--- config.mk ---
export PLATFORM = sky130hd
export DESIGN_NAME = pcm_src_arbiter_flat
export DESIGN_NICKNAME = d
export VERILOG_FILES = /design/src/rtl/pcm_src_arbiter_if.sv /design/src/rtl/pcm_src_arbiter.sv /design/src/flat_wrapper.sv
export SDC_FILE = /design/constraint.sdc
export NUM_CORES = 1
export LEC_CHECK = 0
export ABC_AREA = 0
export CORE_MARGIN = 2
export CORE_UTILIZATION = 35
export CTS_CLUSTER_DIAMETER = 80
export DETAILED_ROUTE_END_ITERATION = 12
export GPL_TIMING_DRIVEN = 0
export SYNTH_ARGS = -nofsm -noshare
export SYNTH_HDL_FRONTEND = slang
export SYNTH_SLANG_ARGS = --single-unit
--- constraint.sdc ---
create_clock -name clk -period 2.5 [get_ports clk]
set_input_delay 0.5 -clock clk [delete_from_list [all_inputs] [get_ports clk]]
set_output_delay 0.5 -clock clk [all_outputs]
set_load 0.02 [all_outputs]
--- src/rtl/pcm_src_arbiter_if.sv ---
// pcm_src_arbiter_if
// Bundles the producer lanes and the FIFO write port shared by the
// sample-rate-paced PCM arbiter.
//   master : the arbiter side (drives acks and the FIFO write port)
//   slave  : the environment side (producers and FIFO)
interface pcm_src_arbiter_if #(
   parameter int NUM_SRC = 4,
   parameter int DATA_W  = 16
);
   logic [NUM_SRC-1:0]        src_en;
   logic [NUM_SRC-1:0]        src_valid;
   logic [NUM_SRC*DATA_W-1:0] src_data;
   logic [NUM_SRC-1:0]        src_ack;
   logic                      fifo_full;
   logic                      fifo_wr;
   logic [DATA_W-1:0]         fifo_data;

   modport master (
      input  src_en, src_valid, src_data, fifo_full,
      output src_ack, fifo_wr, fifo_data
   );

   modport slave (
      output src_en, src_valid, src_data, fifo_full,
      input  src_ack, fifo_wr, fifo_data
   );
endinterface

--- src/rtl/pcm_src_arbiter.sv ---
// pcm_src_arbiter
// Shares one PCM FIFO write port between NUM_SRC producers. Every
// sample_tick opens one arbitration slot; the slot is resolved round-robin
// (searching upward from the source after the last grant) as soon as the
// FIFO can take a write, and the winning sample is written and acked in a
// single registered cycle. Ticks that land while a slot is still waiting
// are counted as overruns; slots with no eligible source count as underruns.
// Optional build macro: PCM_ZERO_FILL_EN -- an underrun slot writes a zero
// sample (no ack, grant unchanged) so the DAC cadence is kept; without it
// the slot is skipped.
module pcm_src_arbiter #(
   parameter int NUM_SRC = 4,
   parameter int DATA_W  = 16,
   parameter int CNT_W   = 16
) (
   input  logic                clk,
   input  logic                aclr,
   input  logic                sample_tick,
   pcm_src_arbiter_if.master   bus,
   output logic [2:0]          grant_id,
   output logic [CNT_W-1:0]    underrun_cnt,
   output logic [CNT_W-1:0]    overrun_cnt
);

   typedef enum logic [1:0] {IDLE, ARB, WRITE} state_t;

   localparam logic [3:0]       NS4     = 4'(NUM_SRC);
   localparam logic [2:0]       GRANT_0 = 3'(NUM_SRC - 1);
   localparam logic [CNT_W-1:0] CNT_MAX = {CNT_W{1'b1}};

   state_t              state_reg, state_next;
   logic                fifo_wr_reg, fifo_wr_next;
   logic [DATA_W-1:0]   fifo_data_reg, fifo_data_next;
   logic [NUM_SRC-1:0]  src_ack_reg, src_ack_next;
   logic [2:0]          grant_id_reg, grant_id_next;
   logic [CNT_W-1:0]    underrun_cnt_reg, underrun_cnt_next;
   logic [CNT_W-1:0]    overrun_cnt_reg, overrun_cnt_next;

   logic [NUM_SRC-1:0]  req;
   logic [DATA_W-1:0]   lane [NUM_SRC];
   logic                win_found;
   logic [2:0]          win_id;
   logic [DATA_W-1:0]   win_data;
   logic [NUM_SRC-1:0]  win_onehot;
   logic [3:0]          rr_idx;

   assign req = bus.src_valid & bus.src_en;

   // Unpack the sample lanes so the winner mux works on whole samples.
   generate
      for (genvar gi = 0; gi < NUM_SRC; gi++) begin : g_lane
         assign lane[gi] = bus.src_data[gi*DATA_W +: DATA_W];
      end
   endgenerate

   // Round-robin pick: walk offsets from NUM_SRC down to 1 so the nearest
   // eligible source after the last grant is the final (winning) assignment.
   always_comb begin
      win_found  = 1'b0;
      win_id     = grant_id_reg;
      win_data   = '0;
      win_onehot = '0;
      rr_idx     = '0;
      for (int k = NUM_SRC; k >= 1; k--) begin
         rr_idx = {1'b0, grant_id_reg} + 4'(k);
         if (rr_idx >= NS4) begin
            rr_idx = rr_idx - NS4;
         end
         for (int i = 0; i < NUM_SRC; i++) begin
            if ((rr_idx == 4'(i)) && req[i]) begin
               win_found     = 1'b1;
               win_id        = 3'(i);
               win_data      = lane[i];
               win_onehot    = '0;
               win_onehot[i] = 1'b1;
            end
         end
      end
   end

   // Next-state and registered-output logic for the slot FSM.
   always_comb begin
      state_next        = state_reg;
      fifo_wr_next      = 1'b0;
      fifo_data_next    = fifo_data_reg;
      src_ack_next      = '0;
      grant_id_next     = grant_id_reg;
      underrun_cnt_next = underrun_cnt_reg;
      overrun_cnt_next  = overrun_cnt_reg;
      case (state_reg)
         IDLE: begin
            if (sample_tick) begin
               state_next = ARB;
            end
         end
         ARB: begin
            // A tick here always collapses into the slot already waiting,
            // whether or not the FIFO releases in this same cycle.
            if (sample_tick && (overrun_cnt_reg != CNT_MAX)) begin
               overrun_cnt_next = overrun_cnt_reg + 1'b1;
            end
            if (!bus.fifo_full) begin
               if (win_found) begin
                  fifo_wr_next   = 1'b1;
                  fifo_data_next = win_data;
                  src_ack_next   = win_onehot;
                  grant_id_next  = win_id;
                  state_next     = WRITE;
               end else begin
                  if (underrun_cnt_reg != CNT_MAX) begin
                     underrun_cnt_next = underrun_cnt_reg + 1'b1;
                  end
`ifdef PCM_ZERO_FILL_EN
                  fifo_wr_next   = 1'b1;
                  fifo_data_next = '0;
                  state_next     = WRITE;
`else
                  state_next     = IDLE;
`endif
               end
            end
         end
         WRITE: begin
            // A tick seen during the write cycle is the pending slot.
            state_next = sample_tick ? ARB : IDLE;
         end
         default: begin
            state_next = IDLE;
         end
      endcase
   end

   // State and output registers; aclr clears everything at once.
   always_ff @(posedge clk or negedge aclr) begin
      if (!aclr) begin
         state_reg        <= IDLE;
         fifo_wr_reg      <= 1'b0;
         fifo_data_reg    <= '0;
         src_ack_reg      <= '0;
         grant_id_reg     <= GRANT_0;
         underrun_cnt_reg <= '0;
         overrun_cnt_reg  <= '0;
      end else begin
         state_reg        <= state_next;
         fifo_wr_reg      <= fifo_wr_next;
         fifo_data_reg    <= fifo_data_next;
         src_ack_reg      <= src_ack_next;
         grant_id_reg     <= grant_id_next;
         underrun_cnt_reg <= underrun_cnt_next;
         overrun_cnt_reg  <= overrun_cnt_next;
      end
   end

   assign bus.fifo_wr   = fifo_wr_reg;
   assign bus.fifo_data = fifo_data_reg;
   assign bus.src_ack   = src_ack_reg;
   assign grant_id      = grant_id_reg;
   assign underrun_cnt  = underrun_cnt_reg;
   assign overrun_cnt   = overrun_cnt_reg;

endmodule

--- src/flat_wrapper.sv ---
// flat-port wrapper written by rule: the top's interface ports become plain ports
module pcm_src_arbiter_flat 
#(
   parameter int NUM_SRC = 4,
   parameter int DATA_W  = 16,
   parameter int CNT_W   = 16
)
  (clk, aclr, sample_tick, grant_id, underrun_cnt, overrun_cnt, bus_src_en, bus_src_valid, bus_src_data, bus_fifo_full, bus_src_ack, bus_fifo_wr, bus_fifo_data);
  pcm_src_arbiter_if #(.NUM_SRC(NUM_SRC), .DATA_W(DATA_W)) bus_i ();
  input  logic clk;
  input  logic aclr;
  input  logic sample_tick;
  output logic [2:0] grant_id;
  output logic [CNT_W-1:0] underrun_cnt;
  output logic [CNT_W-1:0] overrun_cnt;
  input wire logic [$bits(bus_i.src_en)-1:0] bus_src_en;
  input wire logic [$bits(bus_i.src_valid)-1:0] bus_src_valid;
  input wire logic [$bits(bus_i.src_data)-1:0] bus_src_data;
  input wire logic [$bits(bus_i.fifo_full)-1:0] bus_fifo_full;
  output wire logic [$bits(bus_i.src_ack)-1:0] bus_src_ack;
  output wire logic [$bits(bus_i.fifo_wr)-1:0] bus_fifo_wr;
  output wire logic [$bits(bus_i.fifo_data)-1:0] bus_fifo_data;
  assign bus_i.src_en = bus_src_en;
  assign bus_i.src_valid = bus_src_valid;
  assign bus_i.src_data = bus_src_data;
  assign bus_i.fifo_full = bus_fifo_full;
  assign bus_src_ack = bus_i.src_ack;
  assign bus_fifo_wr = bus_i.fifo_wr;
  assign bus_fifo_data = bus_i.fifo_data;
  pcm_src_arbiter #(.NUM_SRC(NUM_SRC), .DATA_W(DATA_W), .CNT_W(CNT_W)) u_core (.clk(clk), .aclr(aclr), .sample_tick(sample_tick), .bus(bus_i), .grant_id(grant_id), .underrun_cnt(underrun_cnt), .overrun_cnt(overrun_cnt));
endmodule
* Word level (Yosys, flattened, before mapping)
Index checks and enable logic that the tools add are counted.
** Storage, ports and cells
- Bits in registers :: 58
- Input port bits :: 76
- Output and inout port bits :: 56
- Word-level logic and storage cells :: 149
** Operators by class
- $add $sub $neg :: 10
- $lt $le $gt $ge :: 4
- Equality and inequality tests :: 18
- Muxes and demuxes :: 79
- Bitwise logic cells :: 3
- Reductions and logical operators :: 28
** Operators with widths (number)
- $mux W16 :: 16
- $mux W4 :: 20
- $mux W3 :: 17
- $add A16 B1 Y16 const B :: 2
- $eq A4 B2 Y1 const B :: 8
- $ne A16 B16 Y1 const B :: 2
- $mux W1 :: 21
- $logic_and A1 B1 Y1 :: 17
- $eq A4 B1 Y1 const B :: 4
- $ge A4 B3 Y1 const B :: 4
- $logic_not A4 Y1 :: 4
- $reduce_bool A16 Y1 :: 1
- $sub A4 B3 Y4 const B :: 4
- $add A3 B2 Y4 const B :: 2
- $mux W2 :: 4
- $reduce_and A4 Y1 :: 2
- $pmux W2 S3 :: 1
- $add A3 B1 Y4 const B :: 1
- $add A3 B3 Y4 const B :: 1
- $and A4 B4 Y4 :: 1
- $ne A2 B2 Y1 const B :: 2
- $reduce_and A2 Y1 :: 2
- $reduce_and A3 Y1 :: 1
- $eq A2 B1 Y1 const B :: 1
- other kinds (3) :: 4

* Longest topological paths before layout
Gate-level depths: netlist of run 1.
- Depth after elaboration :: 24
- Gate-level depth with buffers :: 9
- Mapped depth without buffers :: 7

* Worst setup path after synthesis of run 1
Ideal clock, no wire load.
- Path type :: register to register
- Start point :: register u_core.grant_id_reg[0], in the netlist u_core.grant_id[0]
- End point :: register u_core.fifo_data_reg[0], in the netlist u_core.bus.fifo_data[0]
- Library setup time :: 131 ps
- Arrival time :: 1872 ps
- Data required time :: 2369 ps
- Slack :: 497 ps
- Cell stages (with the launch flop) :: 10
- Path buffers :: 4
- Clock period less this slack :: 2003 ps
- Cells stage by stage :: dfstp_2 > buf_2 > buf_4 > buf_2 > buf_2 > nor2_1 > a32oi_1 > o221ai_1 > o221ai_1 > o21ai_0
** On the way
- Longest elaborated chain between the ends :: 22
- Elaborated cells between the ends (all ways) :: 81
- Classes of those cells :: 8 x add/sub; 4 x order compare; 12 x eq/ne; 36 x mux; 21 x reduce/logical
** RTL lines
- start: declaration :: RTL line pcm_src_arbiter.sv:35 : logic [2:0] grant_id_reg, grant_id_next;
- start signal: assignment :: RTL line pcm_src_arbiter.sv:148 : grant_id_reg <= grant_id_next;
- $add A3 B3 Y4 :: RTL line pcm_src_arbiter.sv:65 : rr_idx = {1'b0, grant_id_reg} + 4'(k);
- $sub A4 B3 Y4 / $ge A4 B3 Y1 (equally long branches) :: RTL line pcm_src_arbiter.sv:67, pcm_src_arbiter.sv:66
- $mux W4 :: RTL line pcm_src_arbiter.sv:66 : if (rr_idx >= NS4) begin
- $logic_not A4 Y1 :: RTL line pcm_src_arbiter.sv:70 : if ((rr_idx == 4'(i)) && req[i]) begin
- $logic_and A1 B1 Y1 :: RTL line pcm_src_arbiter.sv:70
- $mux W1 (16 in a row) :: RTL line pcm_src_arbiter.sv:70
- $reduce_and A3 Y1 (no source line)
- end signal: assignment :: RTL line pcm_src_arbiter.sv:146 : fifo_data_reg <= fifo_data_next;
- end: declaration :: RTL line pcm_src_arbiter.sv:33 : logic [DATA_W-1:0] fifo_data_reg, fifo_data_next;
Parallel ways exist; a longest one is shown, timed or not.
A chain may end at the register's enable or synchronous reset.

* Worst setup path in the final report of run 1
- Start point :: register u_core.grant_id_reg[0], in the netlist u_core.grant_id[0]
- End point :: register u_core.fifo_data_reg[9], in the netlist u_core.bus.fifo_data[9]
The elaborated chain is that of the path after synthesis.

==> results of run 1 <==
-- power groups by stage --
stage	combinational, mW	sequential [mW]	clock [mW]
floorplan	1.48	1.59	0
global placement	2.91	1.35	0
detailed placement	2.94	1.36	0
CTS	2.96	1.34	1.40
global route	3.28	1.38	1.44
finish	3.09	1.34	1.37
-- kinds of logic after synthesis --
family                   after synthesis  synth area share, %
AO/OA/AOI/OAI                        268                 39.5
AND/OR/NAND/NOR                      167                 18.1
buffers and inverters                 65                 5.99
flip-flops                            57                 29.5
XOR/XNOR                              30                 5.43
multiplexers                           3                0.930
adder cells (fa/ha/maj)                2                0.517
other                                  1               0.0774
-- placed cells by master (no fill, tap or decap), types with 3 or more instances in the layout --
cell                              count
sky130_fd_sc_hd__nor2b_1              3
sky130_fd_sc_hd__nor2_2               3
sky130_fd_sc_hd__dfrtp_1             55
sky130_fd_sc_hd__clkbuf_1            13
sky130_fd_sc_hd__clkbuf_4             3
sky130_fd_sc_hd__or3_1               13
sky130_fd_sc_hd__o21ai_0             51
sky130_fd_sc_hd__or4_1                3
sky130_fd_sc_hd__a311oi_1             3
sky130_fd_sc_hd__and3_1              12
sky130_fd_sc_hd__o22ai_1              6
sky130_fd_sc_hd__xnor2_1             25
sky130_fd_sc_hd__o221ai_1             5
sky130_fd_sc_hd__a22oi_1             27
sky130_fd_sc_hd__clkbuf_2            23
sky130_fd_sc_hd__clkdlybuf4s50_1    129
sky130_fd_sc_hd__o21a_1              13
sky130_fd_sc_hd__nand2_1             40
sky130_fd_sc_hd__a31oi_1             16
sky130_fd_sc_hd__inv_1                4
sky130_fd_sc_hd__a21oi_1             44
sky130_fd_sc_hd__o2111ai_1           13
sky130_fd_sc_hd__a32oi_1              5
sky130_fd_sc_hd__clkbuf_16            9
sky130_fd_sc_hd__buf_2               13
sky130_fd_sc_hd__a31o_2              13
sky130_fd_sc_hd__nand4_1             12
sky130_fd_sc_hd__clkinv_4             3
sky130_fd_sc_hd__a221oi_1            28
sky130_fd_sc_hd__and2_1               7
sky130_fd_sc_hd__xor2_1               5
sky130_fd_sc_hd__nand2b_1             4
sky130_fd_sc_hd__nand3_1             16
sky130_fd_sc_hd__a221o_1             15
sky130_fd_sc_hd__nor2_1              33
sky130_fd_sc_hd__nand2_2              3
sky130_fd_sc_hd__buf_4               12
sky130_fd_sc_hd__o22a_1              13
-- cells in the mapped netlist (7+ instances only) --
cell and n:
sky130_fd_sc_hd__clkbuf_1 36, sky130_fd_sc_hd__and2_1 7, sky130_fd_sc_hd__or3_1 13, sky130_fd_sc_hd__a221o_1 15, sky130_fd_sc_hd__dfrtp_1 55, sky130_fd_sc_hd__o21ai_0 51, sky130_fd_sc_hd__xnor2_1 25, sky130_fd_sc_hd__nand3_1 16
sky130_fd_sc_hd__a22oi_1 27, sky130_fd_sc_hd__a31oi_1 16, sky130_fd_sc_hd__and3_1 12, sky130_fd_sc_hd__buf_2 13, sky130_fd_sc_hd__a21oi_1 44, sky130_fd_sc_hd__nor2_1 36, sky130_fd_sc_hd__o22a_1 13, sky130_fd_sc_hd__nand2_1 42
sky130_fd_sc_hd__a221oi_1 28, sky130_fd_sc_hd__a31o_2 13, sky130_fd_sc_hd__nand4_1 12, sky130_fd_sc_hd__o2111ai_1 13, sky130_fd_sc_hd__o21a_1 13
-- worst max-delay path by stage --
stage,startpoint,to,slack (ns),depth (start not counted)
5_1_grt,bus_src_valid[3],u_core.bus.fifo_data[11],0.005,9
2_1_floorplan,u_core.grant_id[0],u_core.bus.fifo_data[0],0.50,9
4_1_cts,bus_src_en[0],u_core.bus.fifo_data[11],0.007,9
6_report,u_core.grant_id[0],u_core.bus.fifo_data[9],0.05,8
3_3_place_gp,aclr,u_core.bus.fifo_data[7],-1.11,1
3_5_place_dp,bus_src_valid[1],u_core.bus.fifo_data[1],-0.57,8
-- final cells by class --
type,instances,area [um^2]
Fill cell,1283,6570
Tap cell,176,220
Buffer,59,310
Clock buffer,9,225
Timing Repair Buffer,138,1370
Clock inverter,7,103
Sequential cell,57,1430
Multi-Input combinational cell,471,3160
Inverter,5,18.8
-- worst max-delay path, stage by stage, from the launching register on --
cell                       delay, ns
sky130_fd_sc_hd__dfstp_2        0.57
sky130_fd_sc_hd__nor2b_1        0.35
sky130_fd_sc_hd__and2_4         0.21
sky130_fd_sc_hd__buf_6          0.14
sky130_fd_sc_hd__clkbuf_1       0.55
sky130_fd_sc_hd__a22oi_1        0.19
sky130_fd_sc_hd__nand2_1        0.10
sky130_fd_sc_hd__a31oi_1        0.09
sky130_fd_sc_hd__a21oi_1        0.17
-- through the flow --
stage          setup WS, ns  instance area [um^2]
6_report             0.0480                  6830
5_1_grt             0.00525                  6830
4_1_cts             0.00658                  6720
3_5_place_dp         -0.572                  6380
3_3_place_gp          -1.11                  6360
2_1_floorplan         0.497                  4840
-- repair_timing --
action | CTS | global route
gates resized for setup | 10 | 45
pin swaps | 0 | 1
endpoints found under the setup margin | 16 | 27
buffers inserted | 0 | 7
-- layer usage --
metal	share of wire [%]	track usage [%]	wire, um
met5	0	0	0
met3	9.7	6.41	2030
met1	42	38.6	8860
met4	2.2	9.48	463
met2	46	43.5	9610
==> PnR_summary.wiki, run 1 <==
{| class="wikitable"
! Metric !! Value
|-
| Number of nets with antenna violations after detailed routing || 0
|-
| Number of synthesized flops with an enable pin || 0
|-
| Count of final setup violators || 0
|-
| Max cap viols || 0
|-
| Ant. Diodes || 0
|-
| Power, Total || 5.81 mW
|-
| Total track usage || 28.1%
|-
| Cells on worst reg2reg path || 8
|-
| RSZ-0062 raised after global routing || false
|-
| Global placer's final weighted congestion || 0.909
|-
| Number of hold violations in the final report || 0
|-
| Routed length per instance || 22.7 um
|-
| Post-synthesis average cell area || 8.17 um^2
|-
| Pin count of the biggest net entering global routing || 35
|-
| Share of the synthesized area in the top cell type || 28.4%
|-
| Synthesis-to-finish area growth || 41.1%
|-
| Largest fanout on the critical path || 10
|-
| Setup slack on the worst flop-to-flop path || 0.05 ns
|-
| Max Clock Skew || 0.00970 ns
|-
| Synthesized instance count || 593
|-
| Global-route congestion overflow total || 0
|-
| Slew @ Worst Pin || 0.707 ns
|-
| Core Box Area || 13400 um^2
|-
| Switching share of total power || 42.5%
|-
| Flops & latches, synth || 57
|-
| Horizontal die dimension || 122 um
|-
| Crit path required time || 2.76 ns
|-
| Part of the power in the clock network || 23.7%
|-
| Number of synthesis warnings || 0
|-
| Number of nets produced by synthesis || 671
|-
| Max Transition Viols Final || 0
|-
| Global-route wire length before repair || 32.2 mm
|-
| Share of the yosys chip area belonging to registers || 29.5%
|-
| Maximum clock frequency || 0.408 GHz
|-
| Instance count after placement with tap cells included || 900
|-
| Switching power of the nets || 2.47 mW
|-
| Leading area contributor after synthesis || sky130_fd_sc_hd__dfrtp_1
|-
| Launch instance of the worst register-to-register path || u_core.grant_id[0]
|-
| Total standard cell area after synthesis || 4840 um^2
|-
| Peak VDD IR || 0.000374 V
|-
| Worst max-slew margin expressed relative to the limit || 52.8%
|-
| Critical path arrival || 2.71 ns
|-
| Fraction of registers with async set/reset || 100%
|-
| Combinational group share of total power || 53.2%
|-
| Vias per cell || 6.50
|-
| PwrDens || 850 nW/um^2
|-
| Clock-pin slew of the registers on the worst-case setup and hold paths || 0.06 ns
|-
| Static leakage || 2.59 nW
|-
| Sequential cell fraction of total power || 23.2%
|-
| Clock buffer count from CTS || 9
|-
| TritonCTS sink count || 57
|-
| DRC violations left || 0
|-
| TritonCTS clock tree || yes
|-
| Vias in the first global route || 5808
|-
| Non-filler cells in the finished layout || 922
|-
| Outcome || completed
|-
| DR pass1 iterations || 6
|-
| Fin crit period || 2.45 ns
|-
| Kind of end point of the critical path || flop
|-
| Nets || 819
|-
| Synth top area cells || sky130_fd_sc_hd__dfrtp_1, sky130_fd_sc_hd__o21ai_0, sky130_fd_sc_hd__a221oi_1, sky130_fd_sc_hd__a21oi_1, sky130_fd_sc_hd__xnor2_1
|-
| Dominant synthesized flop cell || sky130_fd_sc_hd__dfrtp_1
|-
| Endpoint of the worst register-to-register path || u_core.bus.fifo_data[9]
|-
| Worst skew pair latency || 0.34 ns
|-
| Detailed-route via count || 5990
|-
| Part of the cycle the worst path needs || 98.1%
|-
| Setup crit start kind || flop
|-
| Minimum hold slack || 0.162 ns
|-
| Number of placed I/O pins || 132
|-
| Initial Util || 36.1%
|-
| Buffers on Ports || 130
|-
| Final wirelength || 21.0 mm
|-
| Final sum of negative setup slack || 0 ns
|-
| Detailed Route Iter0 Violations || 831
|-
| Worst hold-check path type || primary input to asynchronous set/reset pin
|-
| Int Power || 3.34 mW
|-
| H-tree depth reported by CTS || 3
|-
| Fraction of layout cells with a size suffix above 1 || 13.7%
|-
| Final HPWL from detailed placement || 15.0 mm
|-
| Final core utilization || 51.0%
|-
| Initial antenna violation count || 0
|-
| Vertical die dimension || 122 um
|-
| Count of standard-cell rows || 42
|-
| Buffers from clock root to sink, at most || 2
|-
| Master cell of the clock root buffer || sky130_fd_sc_hd__clkbuf_16
|-
| Quantity of hold-fixing buffers added after cts || 0
|-
| Cell variety after synth || 65
|-
| Floorplan die area || 14800 um^2
|-
| Worst Path Class, Setup || flop to flop
|}
Note: power is estimated with default switching activity, not from simulation.
==> run 2, diff against run 1 <==
--- a/config.mk
+++ b/config.mk
@@ -6,10 +6,12 @@
 export NUM_CORES = 1
 export LEC_CHECK = 0
 export ABC_AREA = 0
+export ABC_CLOCK_PERIOD_IN_PS = 2500
 export CORE_MARGIN = 2
 export CORE_UTILIZATION = 35
 export CTS_CLUSTER_DIAMETER = 80
 export DETAILED_ROUTE_END_ITERATION = 12
+export GPL_ROUTABILITY_DRIVEN = 1
 export GPL_TIMING_DRIVEN = 0
 export SYNTH_ARGS = -nofsm -noshare
 export SYNTH_HDL_FRONTEND = slang
==> results of run 2 <==
The final DEF is identical to that of run 1; final timing and power are the same.
==> run 3, diff against run 2 <==
--- a/config.mk
+++ b/config.mk
@@ -10,9 +10,11 @@
 export CORE_MARGIN = 2
 export CORE_UTILIZATION = 35
 export CTS_CLUSTER_DIAMETER = 80
+export CTS_CLUSTER_SIZE = 40
 export DETAILED_ROUTE_END_ITERATION = 12
 export GPL_ROUTABILITY_DRIVEN = 1
 export GPL_TIMING_DRIVEN = 0
 export SYNTH_ARGS = -nofsm -noshare
 export SYNTH_HDL_FRONTEND = slang
 export SYNTH_SLANG_ARGS = --single-unit
+export TNS_END_PERCENT = 10
==> PnR_summary.wiki, run 3 (synthesis results as in run 1) <==
{| class="wikitable"
! Metric !! Value
|-
| Ant. Diodes || 0
|-
| Peak VDD IR || 0.000375 V
|-
| Setup slack on the worst flop-to-flop path || 0.07 ns
|-
| Total track usage || 28.1%
|-
| DRC violations left || 0
|-
| Final wirelength || 21.1 mm
|-
| Detailed Route Iter0 Violations || 995
|-
| Combinational group share of total power || 53.2%
|-
| Horizontal die dimension || 122 um
|-
| Slowest Stage Delay on Critical Path || 0.54 ns
|-
| TritonCTS sink count || 57
|-
| Launch instance of the worst register-to-register path || u_core.grant_id[0]
|-
| Switching power of the nets || 2.46 mW
|-
| Highest-count cells in the layout ignoring fill and taps || sky130_fd_sc_hd__clkdlybuf4s50_1, sky130_fd_sc_hd__dfrtp_1, sky130_fd_sc_hd__o21ai_0
|-
| Clock-pin slew of the registers on the worst-case setup and hold paths || 0.07 ns
|-
| Endpoint of the worst register-to-register path || u_core.bus.fifo_data[8]
|-
| Cell with the largest stage delay on the worst path || sky130_fd_sc_hd__clkbuf_1
|-
| Master cell of the clock root buffer || sky130_fd_sc_hd__clkbuf_16
|-
| PwrDens || 850 nW/um^2
|-
| Count of standard-cell rows || 42
|-
| Buffers on Ports || 130
|-
| Fin crit period || 2.44 ns
|-
| CP Depth || 10
|-
| Max Transition Viols Final || 0
|-
| Fraction of layout cells with a size suffix above 1 || 13.7%
|-
| Most common library cell in the layout ignoring fill and taps || sky130_fd_sc_hd__clkdlybuf4s50_1
|-
| Setup crit start kind || primary input
|-
| Pin count of the biggest net entering global routing || 35
|-
| Global placer's final weighted congestion || 0.909
|-
| DR pass1 iterations || 7
|-
| Outcome || completed
|-
| Synthesis-to-finish area growth || 41.0%
|-
| Buf+Inv Stages, Crit Path || 4
|-
| Static leakage || 2.59 nW
|-
| Nets || 818
|-
| Multi-input logic area || 3160 um^2
|-
| Number of placed I/O pins || 132
|-
| Largest fanout on the critical path || 10
|-
| Non-filler cells in the finished layout || 921
|-
| Final HPWL from detailed placement || 15.0 mm
|-
| Routed length per instance || 22.9 um
|-
| Vias in the first global route || 5808
|-
| Initial Util || 36.1%
|-
| Area used by sequential logic in the layout || 1430 um^2
|-
| Max cap viols || 0
|-
| Quantity of hold-fixing buffers added after cts || 0
|-
| Worst setup path startpoint || bus_src_valid[3]
|-
| Cells along the critical path || clkdlybuf4s50_1 > and2_4 > buf_6 > and2_4 > buf_6 > clkbuf_1 > a22oi_1 > nand2_1 > a31oi_1 > a21oi_1
|-
| Global-route wire length before repair || 32.2 mm
|-
| Vias per cell || 6.57
|-
| Kind of end point of the critical path || flop
|-
| Buffers from clock root to sink, at most || 2
|-
| Part of the cycle the worst path needs || 97.6%
|-
| Cells on worst reg2reg path || 8
|-
| Detailed-route via count || 6055
|-
| Global-route congestion overflow total || 0
|-
| Core Box Area || 13400 um^2
|-
| Metal1 wirelength || 8.73 mm
|-
| Critical path arrival || 2.71 ns
|-
| Filler instances || 1285
|-
| Worst max-slew margin expressed relative to the limit || 52.4%
|-
| Number of nets with antenna violations after detailed routing || 0
|-
| Worst hold-check path type || primary input to asynchronous set/reset pin
|-
| Crit path required time || 2.77 ns
|-
| Part of the power in the clock network || 23.7%
|-
| Worst skew pair latency || 0.34 ns
|-
| RSZ-0062 raised after global routing || true
|-
| Met3 routed WL || 2.23 mm
|-
| Maximum clock frequency || 0.410 GHz
|-
| Max Clock Skew || 0.0115 ns
|-
| Worst setup path endpoint || u_core.bus.fifo_data[8]
|-
| Sum of met2 wire segment lengths after detailed routing || 9.68 mm
|-
| Clock buffer count from CTS || 9
|-
| TritonCTS clock tree || yes
|-
| H-tree depth reported by CTS || 3
|-
| Instance count after placement with tap cells included || 900
|-
| Crit path max-delay family || buffers and inverters
|-
| Slew @ Worst Pin || 0.710 ns
|-
| Final sum of negative setup slack || 0 ns
|-
| Int Power || 3.34 mW
|-
| Count of final setup violators || 0
|-
| Switching share of total power || 42.5%
|-
| Sequential cell fraction of total power || 23.2%
|-
| Vertical die dimension || 122 um
|-
| Floorplan die area || 14800 um^2
|-
| Top sig layer || met4
|-
| Initial antenna violation count || 0
|-
| Worst Path Class, Setup || primary input to flop
|-
| Number of hold violations in the final report || 0
|}
-- run 3: power groups by stage --
stage / sequential (mW) / clock [mW] / combinational (mW)
global route: 1.38 / 1.44 / 3.28
finish: 1.34 / 1.37 / 3.09
global placement: 1.35 / 0 / 2.91
CTS: 1.34 / 1.40 / 2.96
floorplan: 1.59 / 0 / 1.48
detailed placement: 1.36 / 0 / 2.94
-- run 3: how the worst min path moves through the flow --
stage                                         end  slack (ns)  cells after the start
after detailed placement      u_core.state_reg[0]        0.47                      1
after global routing       u_core.underrun_cnt[4]        0.21                      1
after global placement        u_core.state_reg[0]        0.46                      1
final                     u_core.bus.fifo_data[0]        0.17                      1
after CTS                 u_core.bus.fifo_data[0]        0.18                      1
after floorplan           u_core.bus.fifo_data[0]        0.20                      0
-- run 3: metal layers --
metal | vias up | GRT usage [%]
met1 | 2885 | 38.6
met5 | - | 0
li1 | 2643 | -
met2 | 466 | 43.5
met4 | 0 | 9.48
met3 | 61 | 6.41
-- run 3: layout make-up --
class | count | area share (%)
buffer | 59 | 4.54
clock buffer | 9 | 3.30
clock inverter | 7 | 1.50
inverter | 5 | 0.275
multi-input combinational | 471 | 46.3
sequential | 57 | 20.9
tap | 176 | 3.23
timing repair buffer | 137 | 19.9
-- run 3: timing repair --
action | 4_1_cts | 5_1_grt
setup buffers | 0 | 6
pin swaps | 0 | 1
setup endpoints to repair | 16 | 27
gates resized for setup | 10 | 46
-- run 3: worst register-to-register path, stage by stage, from the launching register on --
cell	delay (ns)
sky130_fd_sc_hd__dfstp_2	0.57
sky130_fd_sc_hd__nor2b_1	0.35
sky130_fd_sc_hd__and2_4	0.21
sky130_fd_sc_hd__buf_6	0.14
sky130_fd_sc_hd__clkbuf_1	0.55
sky130_fd_sc_hd__a22oi_1	0.21
sky130_fd_sc_hd__nand2_1	0.13
sky130_fd_sc_hd__a31oi_1	0.09
sky130_fd_sc_hd__a21oi_1	0.13
-- run 3: per-stage QoR --
| step | instance area [um^2] | setup slack, ns | total power [mW] | hold WS, ns | util (%) |
|---|---|---|---|---|---|
| finish | 6830 | 0.0603 | 5.81 | 0.171 | 51.0 |
| global route | 6830 | 0.000856 | 6.11 | 0.207 | 51.0 |
| CTS | 6720 | 0.00658 | 5.71 | 0.176 | 50.2 |
| detailed placement | 6380 | -0.572 | 4.29 | 0.475 | 47.6 |
| global placement | 6360 | -1.11 | 4.26 | 0.462 | 47.5 |
| floorplan | 4840 | 0.497 | 3.07 | 0.204 | - |
